<file path="config.mk">
export PLATFORM = sky130hd
export DESIGN_NAME = parity_frame_rx_flat
export DESIGN_NICKNAME = d
export VERILOG_FILES = /design/src/rtl/parity_rx_pkg.sv /design/src/rtl/parity_frame_rx_if.sv /design/src/rtl/parity_tree.sv /design/src/rtl/parity_frame_rx.sv /design/src/flat_wrapper.sv
export SDC_FILE = /design/constraint.sdc
export NUM_CORES = 1
export LEC_CHECK = 0
export ABC_AREA = 1
export CORE_MARGIN = 5
export CORE_UTILIZATION = 56
export CTS_BUF_LIST = sky130_fd_sc_hd__clkbuf_8
export CTS_CLUSTER_SIZE = 28
export DETAILED_ROUTE_END_ITERATION = 6
export PLACE_DENSITY = 0.82
export RECOVER_POWER = 100
export SYNTH_ARGS = -nofsm -noshare
export SYNTH_HDL_FRONTEND = slang
export SYNTH_SLANG_ARGS = --single-unit
</file>
<file path="constraint.sdc">
create_clock -name clk -period 1.49 [get_ports clk]
set_input_delay 0.149 -clock clk [delete_from_list [all_inputs] [get_ports clk]]
set_output_delay 0.149 -clock clk [all_outputs]
set_load 0.1 [all_outputs]
</file>
<file path="src/rtl/parity_rx_pkg.sv">
// Shared definitions for the parity frame receiver.
//  rx_state_t : receive FSM states (idle, data bits, parity bit, stop bit)
//  PAR_EVEN / PAR_ODD : values of the ODD_PARITY parameter
package parity_rx_pkg;

    typedef enum logic [1:0] {
        ST_IDLE   = 2'd0,
        ST_DATA   = 2'd1,
        ST_PARITY = 2'd2,
        ST_STOP   = 2'd3
    } rx_state_t;

    localparam int PAR_EVEN = 0;
    localparam int PAR_ODD  = 1;

endpackage

</file>
<file path="src/rtl/parity_frame_rx_if.sv">
// Output word handshake bus of the parity frame receiver.
//  out_data    : received data word
//  out_par_err : parity mismatch for out_data
//  out_frm_err : stop bit sampled low for out_data
//  out_valid   : out_* holds a word, held until accepted
//  out_ready   : consumer accepts when out_valid & out_ready
// master = receiver side, slave = consumer side.
interface parity_frame_rx_if #(
    parameter int DATA_W = 8
);
    logic [DATA_W-1:0] out_data;
    logic              out_par_err;
    logic              out_frm_err;
    logic              out_valid;
    logic              out_ready;

    modport master (
        output out_data, out_par_err, out_frm_err, out_valid,
        input  out_ready
    );

    modport slave (
        input  out_data, out_par_err, out_frm_err, out_valid,
        output out_ready
    );
endinterface

</file>
<file path="src/rtl/parity_tree.sv">
// Combinational XOR reduction over W bits.
//  din : input vector
//  p   : XOR of all bits of din
// Bits are first folded in groups of three (matching the transmit-side
// generator structure), then the group results are reduced.
module parity_tree #(
    parameter int unsigned W = 9
) (
    input  logic [W-1:0] din,
    output logic         p
);
    localparam int unsigned G = (W + 2) / 3;

    logic [G-1:0] grp;

    always_comb begin
        grp = '0;
        for (int unsigned g = 0; g < G; g++) begin
            for (int unsigned k = 0; k < 3; k++) begin
                if (g * 3 + k < W) begin
                    grp[g] = grp[g] ^ din[g * 3 + k];
                end
            end
        end
    end

    assign p = ^grp;
endmodule

</file>
<file path="src/rtl/parity_frame_rx.sv">
// Receive end of the parity path: deserialises start / DATA_W data bits
// (LSB first) / parity / stop, checks parity and stop bit, and presents the
// word with error flags on a valid/ready bus.
//  clk       : rising-edge clock
//  reset     : asynchronous active-high reset
//  bit_en    : bit-sample strobe; serial_in only sampled when high
//  serial_in : serial line, idle high
//  bus       : output word handshake (master side)
//  overrun   : sticky, a frame was dropped while a word was still pending
//  err_count : saturating count of frames with parity or framing error
module parity_frame_rx
    import parity_rx_pkg::*;
#(
    parameter int DATA_W     = 8,
    parameter int ODD_PARITY = PAR_EVEN,
    parameter int ERRCNT_W   = 8
) (
    input  logic                  clk,
    input  logic                  reset,
    input  logic                  bit_en,
    input  logic                  serial_in,
    parity_frame_rx_if.master     bus,
    output logic                  overrun,
    output logic [ERRCNT_W-1:0]   err_count
);
    localparam int CNT_W = (DATA_W > 1) ? $clog2(DATA_W) : 1;

    rx_state_t         state;
    logic [CNT_W-1:0]  bit_cnt;
    logic [DATA_W-1:0] shift_reg;
    logic              par_bit;
    logic              p;
    logic              par_err;
    logic              frm_err;

    parity_tree #(.W(DATA_W + 1)) u_parity_tree (
        .din ({shift_reg, par_bit}),
        .p   (p)
    );

    assign par_err = (ODD_PARITY == PAR_ODD) ? ~p : p;
    assign frm_err = ~serial_in;

    always_ff @(posedge clk or posedge reset) begin
        if (reset) begin
            state           <= ST_IDLE;
            bit_cnt         <= '0;
            shift_reg       <= '0;
            par_bit         <= 1'b0;
            bus.out_data    <= '0;
            bus.out_par_err <= 1'b0;
            bus.out_frm_err <= 1'b0;
            bus.out_valid   <= 1'b0;
            overrun         <= 1'b0;
            err_count       <= '0;
        end else begin
            // Handshake runs every cycle; a commit below overrides it.
            if (bus.out_valid && bus.out_ready) begin
                bus.out_valid <= 1'b0;
            end

            if (bit_en) begin
                case (state)
                    ST_IDLE: begin
                        if (!serial_in) begin
                            state   <= ST_DATA;
                            bit_cnt <= '0;
                        end
                    end
                    ST_DATA: begin
                        shift_reg[bit_cnt] <= serial_in;
                        bit_cnt            <= bit_cnt + 1'b1;
                        if (bit_cnt == CNT_W'(DATA_W - 1)) begin
                            state <= ST_PARITY;
                        end
                    end
                    ST_PARITY: begin
                        par_bit <= serial_in;
                        state   <= ST_STOP;
                    end
                    ST_STOP: begin
                        // Return to idle whatever the stop value; a low stop
                        // bit is not treated as the next start bit.
                        state <= ST_IDLE;
                        if (!bus.out_valid || bus.out_ready) begin
                            bus.out_data    <= shift_reg;
                            bus.out_par_err <= par_err;
                            bus.out_frm_err <= frm_err;
                            bus.out_valid   <= 1'b1;
                        end else begin
                            overrun <= 1'b1;
                        end
                        if ((par_err || frm_err) && (err_count != '1)) begin
                            err_count <= err_count + 1'b1;
                        end
                    end
                    default: state <= ST_IDLE;
                endcase
            end
        end
    end
endmodule

</file>
<file path="src/flat_wrapper.sv">
// flat-port wrapper written by rule: the top's interface ports become plain ports
module parity_frame_rx_flat import parity_rx_pkg::*;
#(
    parameter int DATA_W     = 8,
    parameter int ODD_PARITY = PAR_EVEN,
    parameter int ERRCNT_W   = 8
)
  (clk, reset, bit_en, serial_in, overrun, err_count, bus_out_data, bus_out_par_err, bus_out_frm_err, bus_out_valid, bus_out_ready);
  parity_frame_rx_if #(.DATA_W(DATA_W)) bus_i ();
  input  logic clk;
  input  logic reset;
  input  logic bit_en;
  input  logic serial_in;
  output logic overrun;
  output logic [ERRCNT_W-1:0] err_count;
  output wire logic [$bits(bus_i.out_data)-1:0] bus_out_data;
  output wire logic [$bits(bus_i.out_par_err)-1:0] bus_out_par_err;
  output wire logic [$bits(bus_i.out_frm_err)-1:0] bus_out_frm_err;
  output wire logic [$bits(bus_i.out_valid)-1:0] bus_out_valid;
  input wire logic [$bits(bus_i.out_ready)-1:0] bus_out_ready;
  assign bus_out_data = bus_i.out_data;
  assign bus_out_par_err = bus_i.out_par_err;
  assign bus_out_frm_err = bus_i.out_frm_err;
  assign bus_out_valid = bus_i.out_valid;
  assign bus_i.out_ready = bus_out_ready;
  parity_frame_rx #(.DATA_W(DATA_W), .ODD_PARITY(ODD_PARITY), .ERRCNT_W(ERRCNT_W)) u_core (.clk(clk), .reset(reset), .bit_en(bit_en), .serial_in(serial_in), .bus(bus_i), .overrun(overrun), .err_count(err_count));
endmodule
</file>
# After elaboration in Yosys (flattened, before gate mapping)

Index checks and enable logic that the tools add are counted.
Widths: inputs -> output; s select.

Output and inout bits: 20
Input port bits: 5
Logic and storage cells: 57
Flip-flop bits (word level): 34

Bitwise logic cells: 8
$lt $le $gt $ge: 2
$add $sub $neg: 2
Equal/unequal tests: 7
Muxes and demuxes: 12
Reduce and logical (&&, ||, !) cells: 16

Operators by type and width:

| cell                | number |
|---|---|
| $reduce_and 3->1    | 5 |
| $add 8x1->8 const B | 1 |
| $bwmux 8            | 1 |
| $ne 8x8->1 const B  | 1 |
| $pmux 2 s4          | 1 |
| $pmux 3 s2          | 1 |
| $xor 1x1->1         | 6 |
| $mux 1              | 5 |
| $eq 2x2->1 const B  | 2 |
| $lt 3x4->1 const B  | 1 |
| $mux 2              | 2 |
| $reduce_and 2->1    | 2 |
| $add 3x1->3 const B | 1 |
| $demux 1 s3         | 1 |
| $eq 3x3->1 const B  | 1 |
| $ge 3x1->1 const B  | 1 |
| $logic_and 1x1->1   | 3 |
| $mux 3              | 1 |
| $reduce_xor 3->1    | 1 |
| $eq 2x1->1 const B  | 1 |
| $logic_not 2->1     | 1 |
| $logic_or 1x1->1    | 2 |
| $ne 2x1->1 const B  | 1 |
| $ne 2x2->1 const B  | 1 |
| other kinds (3)     | 4 |

# Depth between registers and ports, before layout

Depth after elaboration: 6
Mapped depth: 12
Mapped depth without buffers: 12

# By module

A second synthesis with hierarchy kept.

Cell total of the unflattened synthesis: 235
Area total of the unflattened synthesis: 1858.0 um2

Modules (own cells, without submodules):

| module          | sequential area each (um2) | area an instance (um2) | times used | cells an instance |
|---|---|---|---|---|
| parity_frame_rx | 850.8                      | 1690.4                 | 1          | 198 |
| parity_tree     | 0.0                        | 167.7                  | 1          | 37 |

# Least setup slack after synthesis

No wires, ideal clock.

Path type: reg-to-reg
From: reg u_core.err_count[1]
To: reg u_core.err_count[5]
Buffers on the path: 0
Data arrival time: 2123 ps
Stages on the path, launching flop included: 8
Library setup time: 67 ps
Data required time: 1423 ps
Setup slack: -700 ps
Clock period less this slack: 2190 ps
Cell sequence: dfrtp_1 -> ha_1 -> nand3_1 -> nor2_1 -> nand4_4 -> nand3_4 -> nand2_1 -> nand2_1

Word-level cells in the longest chain between the ends: 3
Elaborated cells on any way between the ends: 4
Classes of those cells: 1 x add/sub; 1 x eq/ne; 2 x reduce/logical

RTL lines:

| what                                                | line                  | RTL |
|---|---|---|
| from (decl)                                         | parity_frame_rx.sv:24 | `output logic [ERRCNT_W-1:0] err_count` |
| from (signal assigned)                              | parity_frame_rx.sv:94 | `err_count <= err_count + 1'b1;` |
| branches (longest 3 deep; another with $add 8x1->8) | -                     |  |

Parallel ways; which one is timed is not known.
A chain may end at the register's enable or synchronous reset.

# Worst setup path in the final report

From: reg u_core.shift_reg[2]
To: reg u_core.err_count[6]

Word-level cells in the longest chain between the ends: 6

RTL lines:

| what                              | line                  | RTL |
|---|---|---|
| from (decl)                       | parity_frame_rx.sv:30 | `logic [DATA_W-1:0] shift_reg;` |
| from (signal, indexed assignment) | parity_frame_rx.sv:71 | `shift_reg[bit_cnt] <= serial_in;` |
| $xor 1x1->1 (2 in a row)          | parity_tree.sv:21     | `grp[g] = grp[g] ^ din[g * 3 + k];` |
| $reduce_xor 3->1                  | parity_tree.sv:27     | `assign p = ^grp;` |
| $logic_or 1x1->1                  | parity_frame_rx.sv:93 | `if ((par_err \|\| frm_err) && (err_count != '1)) begin` |
| $logic_and 1x1->1                 | parity_frame_rx.sv:93 |  |
| $reduce_and 3->1 (no line)        | -                     |  |

No other way between the ends.

==> out/metrics.cfg <==
[outcome]
status = finished, violations left
violations = setup timing

[logic_synthesis]
ys_seq_area_share_pct = 48.33
synth_cells = 204
synth_area_per_cell_um2 = 8.630
synthesis.area_um2 = 1760
ys_types = 25
syn_nets = 216
yosys_warnings = 0
synth_seq_cells = 34

[routing]
num_vias = 1602
drc = 0
dr.pass1.iters = 4
wl_per_cell_um = 15.41
initialDrtViolationCount = 113
routed_wl_mm = 4.516
vias_per_cell = 5.468
detail-route-antenna-nets = 0

[cells_and_area]
n_antenna_cell = 0
fin_nets = 260
layout-drive-gt1-share_pct = 34.14
final_cell_area_um2 = 2409
area_growth_pct = 36.82
fin_util_pct = 79.55

[worst_setup_path]
r2r-start = u_core.shift_reg[2]$_DFFE_PP0P_
crit_path_end_kind = flop
worstSetupPathType = flop to flop
reg2reg_depth = 9
cp.required_ns = 1.67
critPathSlowestCell = dfrtp_1
cp_max_fo = 8
rr_endpoint = u_core.err_count[6]$_DFFE_PP0P_
arrival_ns = 1.72
crit_path_max_incr_delay_ns = 0.42
crit_family = simple AND/OR/NAND/NOR gates
critPathLaunchType = flop
critical_path_buf_inv_count = 1
cp_cell_sequence = inv_2, nand2_1, nand2_2, xor2_2, nand3_2, nand3_4, nand3_4, nand2_2, nand2_2
path_common_cell = nand2_2
rrSetupSlack_ns = -0.06

[cts]
clockBufferDepth = 2
root_buffer = clkbuf_8
cts_made_buffers = 5
cts_sinks = 34
clk_pin_slew_worst_paths_ns = 0.07
tritoncts = yes
htreeDepth = 2
clk_latency_ns = 0.28

[grt]
grt_first_pass_wirelength_mm = 7.003
antenna_found_initial = 0
grt_max_degree = 35
grt_use_total_pct = 22.12
grt_overflow = 0
grt_pass1_vias = 1479

[sta]
skew_ns = 0.003500
final.period_utilization_pct = 103.7
hold_viol = 0
setup_violations = 8
rsz0062_at_grt = true
worst-slew-pin-transition_ns = 0.8375
fin_setup_tns_ns = -0.2539
timing.slew.headroom_pct = 44.16
fin_crit_ns = 1.545
maxSlewViolCount = 0
max_freq_ghz = 0.6472
setup_ws_ns = -0.05502
hold_ws_ns = 0.4811

[die]
core_area_um2 = 3028
die-area_um2 = 4365
rows = 20
die_h_um = 66.07
initial_core_util_pct = 58.14
io_pins = 25
die_w_um = 66.07

[worst_hold_path]
holdPathStages = 1
hold_start = u_core.overrun$_DFFE_PP0P_
worst_hold_path.endpoint = u_core.overrun$_DFFE_PP0P_
min_path_type = flop to flop

[flow_run]
max-cap-violations = 0

[placed_design]
io_buffers = 24
hpwl_mm = 2.708
routabilityCongestion = 0.8113
place_area_um2 = 2360

-- kinds of logic after synthesis --
| kind of cell | share of synthesized area, % |
|---|---|
| AND/OR/NAND/NOR | 26.37 |
| AO/OA/AOI/OAI | 10.80 |
| flip-flops | 48.33 |
| buffers and inverters | 5.615 |
| XOR/XNOR | 3.909 |
| adder cells (fa/ha/maj) | 4.975 |
-- worst max-delay path by stage --
stage / to / startpoint / slack, ns / depth (start not counted)
5_1_grt: u_core.err_count[5]$_DFFE_PP0P_ / u_core.shift_reg[2]$_DFFE_PP0P_ / -0.13 / 9
4_1_cts: u_core.bus.out_frm_err$_DFFE_PP0P_ / u_core.state[1]$_DFFE_PP0P_ / -0.04 / 6
6_report: u_core.err_count[6]$_DFFE_PP0P_ / u_core.shift_reg[2]$_DFFE_PP0P_ / -0.06 / 9
2_1_floorplan: u_core.err_count[5]$_DFFE_PP0P_ / u_core.err_count[1]$_DFFE_PP0P_ / -0.05 / 7
3_5_place_dp: u_core.bus.out_data[0]$_DFFE_PP0P_ / bit_en / -0.06 / 6
3_3_place_gp: u_core.bus.out_data[1]$_DFFE_PP0P_ / bit_en / -0.03 / 6
-- cell usage in the layout, fill, tap and decap left out, types with 10 or more instances in the layout --
cell type	instances
a31oi_1	10
buf_4	10
clkbuf_2	12
dfrtp_1	25
inv_1	16
nand2_1	48
nand2_2	10
o21ai_0	10
-- cells in the mapped netlist, drive strengths merged --
| cell | count | area (µm²) |
|---|---|---|
| buf | 1 | 5.000 |
| dfrtp | 34 | 850.8 |
| clkinv | 2 | 7.510 |
| a21oi | 10 | 50.05 |
| a31oi | 10 | 62.56 |
| o21ai | 14 | 70.07 |
| xor2 | 5 | 51.30 |
| o21bai | 1 | 7.510 |
| nand4 | 10 | 77.57 |
| nand3 | 11 | 85.08 |
| xnor2 | 2 | 17.52 |
| nor2 | 12 | 50.05 |
| nor3 | 1 | 5.000 |
| inv | 23 | 86.33 |
| ha | 7 | 87.58 |
| nand2 | 61 | 246.5 |
-- layer usage --
layer  vias up  track usage [%]  wire (µm)
met5         -                0          0
met2        57            37.05       2340
li1        774                -          -
met1       760            25.93       1832
met4         0            9.898        108
met3        11            6.803        235
-- repair_timing --
| item | CTS | global route |
|---|---|---|
| buffers inserted | 2 | 5 |
| setup endpoints to repair | 12 | 27 |
| hold buffers | 0 | 0 |
| pin swaps | 3 | 10 |
| gates resized for setup | 2 | 18 |
| cloned | 1 | 0 |
| endpoints found under the hold margin | 0 | 0 |
-- metrics by stage --
step / setup WS, ns / std cells
global placement: -0.02920 / 277
floorplan: -0.05180 / 204
detailed placement: -0.05740 / 277
global route: -0.1262 / 293
finish: -0.05502 / 293
CTS: -0.03613 / 288
-- area by class of cell --
type,instances,area [µm²]
flip-flops and latches,34,869.6
well taps,44,55.05
clock buffers,8,110.1
repair buffers,37,370.4
inverters,25,101.3
multi-input cells,145,902.1
fillers,185,619.3
Power is not shown: default switching activity piles up to over one toggle a cycle in this logic, so the estimate is an artifact.
